$ cat src/rtl/mem_arbiter.sv
// Frame-buffer RAM arbiter: grants one engine at a time and issues a single RAM access per grant.
// Define ARB_FIXED_PRIO_EN for fixed lowest-index-wins priority instead of round-robin.
module mem_arbiter #(
  parameter int unsigned N_ENG = 5,
  parameter int unsigned AW    = 16,
  parameter int unsigned DW    = 32
) (
  input  logic                     clk,
  input  logic                     rst_,
  input  logic [N_ENG*DW-1:0]      eng_data,
  input  logic [N_ENG*AW-1:0]      eng_addr,
  input  logic [N_ENG*(DW/8)-1:0]  eng_wben,
  input  logic [N_ENG-1:0]         eng_op,
  input  logic [N_ENG-1:0]         eng_rts,
  output logic [N_ENG-1:0]         eng_rtr,
  output logic [DW-1:0]            bcast_data,
  output logic [N_ENG-1:0]         bcast_xfc,
  output logic                     mem_en,
  output logic                     mem_we,
  output logic [AW-1:0]            mem_addr,
  output logic [DW-1:0]            mem_wdata,
  output logic [DW/8-1:0]          mem_wben,
  input  logic [DW-1:0]            mem_rdata
);

  localparam int unsigned BW = DW / 8;
  localparam int unsigned IW = (N_ENG > 1) ? $clog2(N_ENG) : 1;

  typedef enum logic [2:0] {StIdle, StOffer, StIssue, StWait, StDone} state_e;

  state_e          state;
  logic [IW-1:0]   grant;
  logic [IW-1:0]   win;
  logic [N_ENG-1:0] win_oh;
  logic [N_ENG-1:0] grant_oh;

  logic            sel_rts;
  logic            sel_op;
  logic [AW-1:0]   sel_addr;
  logic [DW-1:0]   sel_data;
  logic [BW-1:0]   sel_wben;

`ifdef ARB_FIXED_PRIO_EN
  always_comb begin
    win = '0;
    for (int k = N_ENG - 1; k >= 0; k--) begin
      if (eng_rts[k]) win = IW'(k);
    end
  end
`else
  logic [IW-1:0] rr_ptr;
  logic [IW-1:0] cand;
  logic          found;

  // Search starts just past the last served engine so every requester gets a turn.
  always_comb begin
    win   = '0;
    cand  = '0;
    found = 1'b0;
    for (int unsigned k = 1; k <= N_ENG; k++) begin
      cand = IW'((32'(rr_ptr) + k) % N_ENG);
      if (!found && eng_rts[cand]) begin
        win   = cand;
        found = 1'b1;
      end
    end
  end
`endif

  assign win_oh   = N_ENG'(1) << win;
  assign grant_oh = N_ENG'(1) << grant;

  always_comb begin
    sel_rts  = 1'b0;
    sel_op   = 1'b0;
    sel_addr = '0;
    sel_data = '0;
    sel_wben = '0;
    for (int unsigned i = 0; i < N_ENG; i++) begin
      if (grant == IW'(i)) begin
        sel_rts  = eng_rts[i];
        sel_op   = eng_op[i];
        sel_addr = eng_addr[i*AW +: AW];
        sel_data = eng_data[i*DW +: DW];
        sel_wben = eng_wben[i*BW +: BW];
      end
    end
  end

  always_ff @(posedge clk or posedge rst_) begin
    if (rst_) begin
      state      <= StIdle;
      grant      <= '0;
`ifndef ARB_FIXED_PRIO_EN
      rr_ptr     <= IW'(N_ENG - 1);
`endif
      eng_rtr    <= '0;
      bcast_data <= '0;
      bcast_xfc  <= '0;
      mem_en     <= 1'b0;
      mem_we     <= 1'b0;
      mem_addr   <= '0;
      mem_wdata  <= '0;
      mem_wben   <= '0;
    end else begin
      unique case (state)
        StIdle: begin
          if (|eng_rts) begin
            grant   <= win;
            eng_rtr <= win_oh;
            state   <= StOffer;
          end
        end
        StOffer: begin
          eng_rtr <= '0;
          if (sel_rts) begin
            mem_en    <= 1'b1;
            mem_we    <= sel_op;
            mem_addr  <= sel_addr;
            mem_wdata <= sel_data;
            mem_wben  <= sel_op ? sel_wben : '0;
`ifndef ARB_FIXED_PRIO_EN
            rr_ptr    <= grant;
`endif
            state     <= StIssue;
          end else begin
            // Withdrawn request: no access, and the engine keeps its turn.
            state <= StIdle;
          end
        end
        StIssue: begin
          mem_en    <= 1'b0;
          mem_we    <= 1'b0;
          mem_addr  <= '0;
          mem_wdata <= '0;
          mem_wben  <= '0;
          if (mem_we) begin
            bcast_xfc <= grant_oh;
            state     <= StDone;
          end else begin
            state <= StWait;
          end
        end
        StWait: begin
          bcast_data <= mem_rdata;
          bcast_xfc  <= grant_oh;
          state      <= StDone;
        end
        StDone: begin
          bcast_xfc <= '0;
          state     <= StIdle;
        end
        default: state <= StIdle;
      endcase
    end
  end

endmodule

$ cat config.mk
export PLATFORM = sky130hd
export DESIGN_NAME = mem_arbiter
export DESIGN_NICKNAME = d
export VERILOG_FILES = /design/src/rtl/mem_arbiter.sv
export SDC_FILE = /design/constraint.sdc
export NUM_CORES = 1
export LEC_CHECK = 0
export CAP_MARGIN = 15
export CORE_UTILIZATION = 30
export CTS_CLUSTER_SIZE = 40
export DETAILED_ROUTE_END_ITERATION = 7
export GPL_TIMING_DRIVEN = 0
export PLACE_DENSITY = 0.62
export RECOVER_POWER = 100
export SLEW_MARGIN = 20
export SYNTH_ARGS = -nofsm -noshare
export SYNTH_HDL_FRONTEND = slang
export SYNTH_SLANG_ARGS = --single-unit
$ cat constraint.sdc
create_clock -name clk -period 4.6 [get_ports clk]
set_clock_uncertainty 0.2 [all_clocks]
set_input_delay 0.92 -clock clk [delete_from_list [all_inputs] [get_ports clk]]
set_output_delay 0.92 -clock clk [all_outputs]
set_load 0.02 [all_outputs]
==> results.json, run 1 <==
{
  "drc": 0,
  "synth.most_common_cell": "dfrtp_1",
  "synth_top_area_cell": "dfrtp_1",
  "dp_cells": 1447,
  "min_delay_worst_endpoint": "mem_en",
  "cts.sinks": 105,
  "yosysWarnings": 0,
  "cp-end-kind": "flop",
  "p_leak_nw": 5.07,
  "critPathSlowestCell": "or4_4",
  "routed.top_layer": "met5",
  "clock_path_buffers": 2,
  "maxCapViolations": 1,
  "core_area_mm2": 0.0245,
  "hold_depth": 2,
  "synth_seq_cells": 105,
  "crit_buf_inv": 6,
  "synthTopCellsByArea": "dfrtp_1 (34%), mux4_2 (17%), mux2_2 (5.7%)",
  "final_cells": 1495,
  "muxShareOfSynthArea_pct": 24.2,
  "rrSetupSlack_ns": 0.1,
  "synth_flop_cell": "dfrtp_1",
  "hold_viol_final": 0,
  "preCtsSetupSlack_ns": -0.660,
  "clk_pin_slew_ns": 0.08,
  "maxSlewHeadroom_pct": -24.6,
  "timing.hold.ws_ns": 0.277,
  "synthXorXnorAreaFrac_pct": 1.04,
  "power_switching_w": 0.00400,
  "crit_family": "simple AND/OR/NAND/NOR gates",
  "min_path_type": "reg2reg",
  "syn_nets": 1049,
  "die_y_um": 161,
  "area_growth_pct": 70.2,
  "yosys.area_share.simple_pct": 14.3,
  "dr_total_vias": 8062,
  "p_comb_share_pct": 72.6,
  "path_class": "reg2reg",
  "synth_cell_types": 69,
  "viasPerCell": 5.39,
  "synth_top_family_by_area": "multiplexers",
  "rows": 57,
  "dieArea_mm2": 0.0258,
  "worst_slack_ns": 0.0951,
  "wl_mm": 32.6,
  "syn_area_mm2": 0.00755,
  "max_freq_mhz": 222,
  "antenna_found_initial": 1,
  "io-pin-count": 400,
  "worstMarginPinSlew_ns": 1.86,
  "root_buffer": "clkbuf_16",
  "slowest_delay_ns": 0.55,
  "grt_pass1_wl_mm": 48.2,
  "cp-start-kind": "flop",
  "gp_congestion": 0.851,
  "cts_hold_buffers": 0,
  "crit_chain": "clkbuf_16 > clkinvlp_4 > buf_12 > ha_4 > buf_12 > clkinv_8 > ha_2 > inv_2 > ha_1 > nand2b_4 > o211a_1 > or3b_1 > a21oi_2 > nor3_4 > or3_4 > or4_4 > o22a_1 > a32o_1",
  "drive_gt1_share_pct": 17.9,
  "path_common_cell": "buf_12",
  "synth_edf_count": 0,
  "wl_met2_mm": 16.4,
  "finalCritPeriodShare_pct": 97.9,
  "grt_max_degree": 68,
  "reg2regPathDepth": 18,
  "power_w": 0.00874,
  "seqPwrFrac_pct": 18.1,
  "place_hpwl_mm": 26.0,
  "power_density_mw_per_mm2": 681,
  "failed_checks": "max-capacitance violations, max-slew violations",
  "hold_start": "mem_en",
  "synth-compound-area-share_pct": 17.7,
  "wl_per_cell_um": 21.8,
  "dr_wl_met3_mm": 2.72,
  "slew_viol_final": 39,
  "synth-adder-area-share_pct": 3.48,
  "peakVddDrop_mv": 0.265,
  "overflow": 0,
  "initial_core_util_pct": 30.8,
  "grt_usage_pct": 24.8,
  "internal_power_w": 0.00474,
  "synth_area_per_cell_um2": 10.4,
  "cts_tree": "done",
  "critPathArrivalTime_ns": 4.55,
  "netlist_top_cells_count": "dfrtp_1 (104), mux4_2 (58), nor2_1 (57)",
  "setup-violations-final": 0,
  "layout_min_cycle_time_ns": 4.50,
  "r2r-start": "rr_ptr[0]",
  "wl_met1_mm": 12.9,
  "fin_nets": 1491,
  "clock_power_share_pct": 9.3,
  "switching_share_pct": 45.8,
  "fill_cells": 2221,
  "die_x_um": 161,
  "htree_levels": 3,
  "timing.rr.end": "eng_rtr[2]",
  "numCtsBuffers": 9,
  "clk_latency_ns": 0.36,
  "final_core_util_pct": 52.4,
  "crit_fanout": 8,
  "ys_seq_area_share_pct": 34.8,
  "status": "complete, but fails checks",
  "numPortBuffers": 398,
  "grt_pass1_vias": 7910,
  "ant_nets": 0,
  "syn_inst": 724,
  "drtIter0Drc": 534,
  "drt-pass1-iter-count": 5,
  "async_flop_share_pct": 100,
  "synth_top_area_share_pct": 34.5,
  "diodes": 0,
  "required_ns": 4.64
}
-- sequential cells by signal, summed over array words and instances, names as in the netlist --
signal and count:
bcast_data 32, bcast_xfc 5, eng_rtr 5, grant 3, mem_addr 16, mem_en 1, mem_wben 4, mem_wdata 32
mem_we 1, rr_ptr 3, state 3
-- metrics by stage --
step / TNS (ns) / instance area [um^2]
after CTS: 0 / 12600
final: 0 / 12800
after detailed placement: -4.57 / 12000
after global routing: -0.0557 / 12800
after global placement: -113.56 / 12000
after floorplan: 0 / 7570
-- cells in the final DEF, fill, tap and decap left out, drive strengths merged, types with 36 or more instances in the layout --
cell type	count
clkdlybuf4s50	300
dfrtp	104
dlygate4sd3	98
clkbuf	62
mux4	58
nor2	57
buf	46
mux2	38
nor3	38
nand2	37
o21ai	36
-- timing repair --
item	in CTS	in global routing
setup endpoints to repair	8	8
pin swaps	4	17
buffers inserted	12	20
resized for setup	37	33
-- layout make-up --
cell class	count	area, um^2	share of cell area (%)
Buffer	66	355	2.77
Clock buffer	9	225	1.75
Clock inverter	7	85.1	0.662
Inverter	21	100	0.779
Multi-Input combinational cell	532	4790	37.3
Sequential cell	105	2630	20.5
Tap cell	324	405	3.16
Timing Repair Buffer	431	4250	33.1
-- worst max path at each step --
stage | start | end | slack (ns) | cells after the start
final | rr_ptr[0] | eng_rtr[2] | 0.1 | 18
after global routing | rr_ptr[0] | eng_rtr[2] | -0.03 | 18
after CTS | rr_ptr[0] | eng_rtr[2] | 0.02 | 18
after detailed placement | rr_ptr[0] | eng_rtr[2] | -0.66 | 17
after global placement | rst_ | rr_ptr[0] | -1.38 | 2
after floorplan | rr_ptr[0] | eng_rtr[2] | 0.002 | 18
-- logic make-up after synthesis --
kind of cell / after synthesis
flops: 105
mux: 105
fa+ha+maj: 21
compound gates: 182
simple gates: 215
xor+xnor: 9
buf+inv: 87
-- per-layer routing --
metal / vias to the layer above / GRT usage, %
met5: - / 0
met4: 2 / 6.02
met3: 39 / 6.97
met2: 364 / 42.8
met1: 3950 / 30.4
li1: 3707 / -
-- power groups by stage --
| stage | combinational (W) | clock (W) | sequential (W) |
|---|---|---|---|
| after floorplan | 0.00323 | 0 | 0.00207 |
| after global placement | 0.00570 | 0 | 0.00161 |
| after detailed placement | 0.00573 | 0 | 0.00163 |
| after CTS | 0.00613 | 0.000835 | 0.00160 |
| after global routing | 0.00684 | 0.000872 | 0.00164 |
| final | 0.00635 | 0.000815 | 0.00158 |
-- tightest hold or removal path, delay by kind of cell (launching register included) --
family | cells | cell delay [ns]
flip-flops | 1 | 0.34
AND/OR/NAND/NOR | 2 | 0.11
Note: power is estimated with default switching activity, not from simulation.
==> run 2, diff against run 1 <==
--- a/config.mk
+++ b/config.mk
@@ -7,6 +7,7 @@
 export LEC_CHECK = 0
 export CAP_MARGIN = 15
 export CORE_UTILIZATION = 30
+export CTS_CLUSTER_DIAMETER = 150
 export CTS_CLUSTER_SIZE = 40
 export DETAILED_ROUTE_END_ITERATION = 7
 export GPL_TIMING_DRIVEN = 0
==> results of run 2 <==
No change in the layout: final DEF, timing and power equal those of run 1.
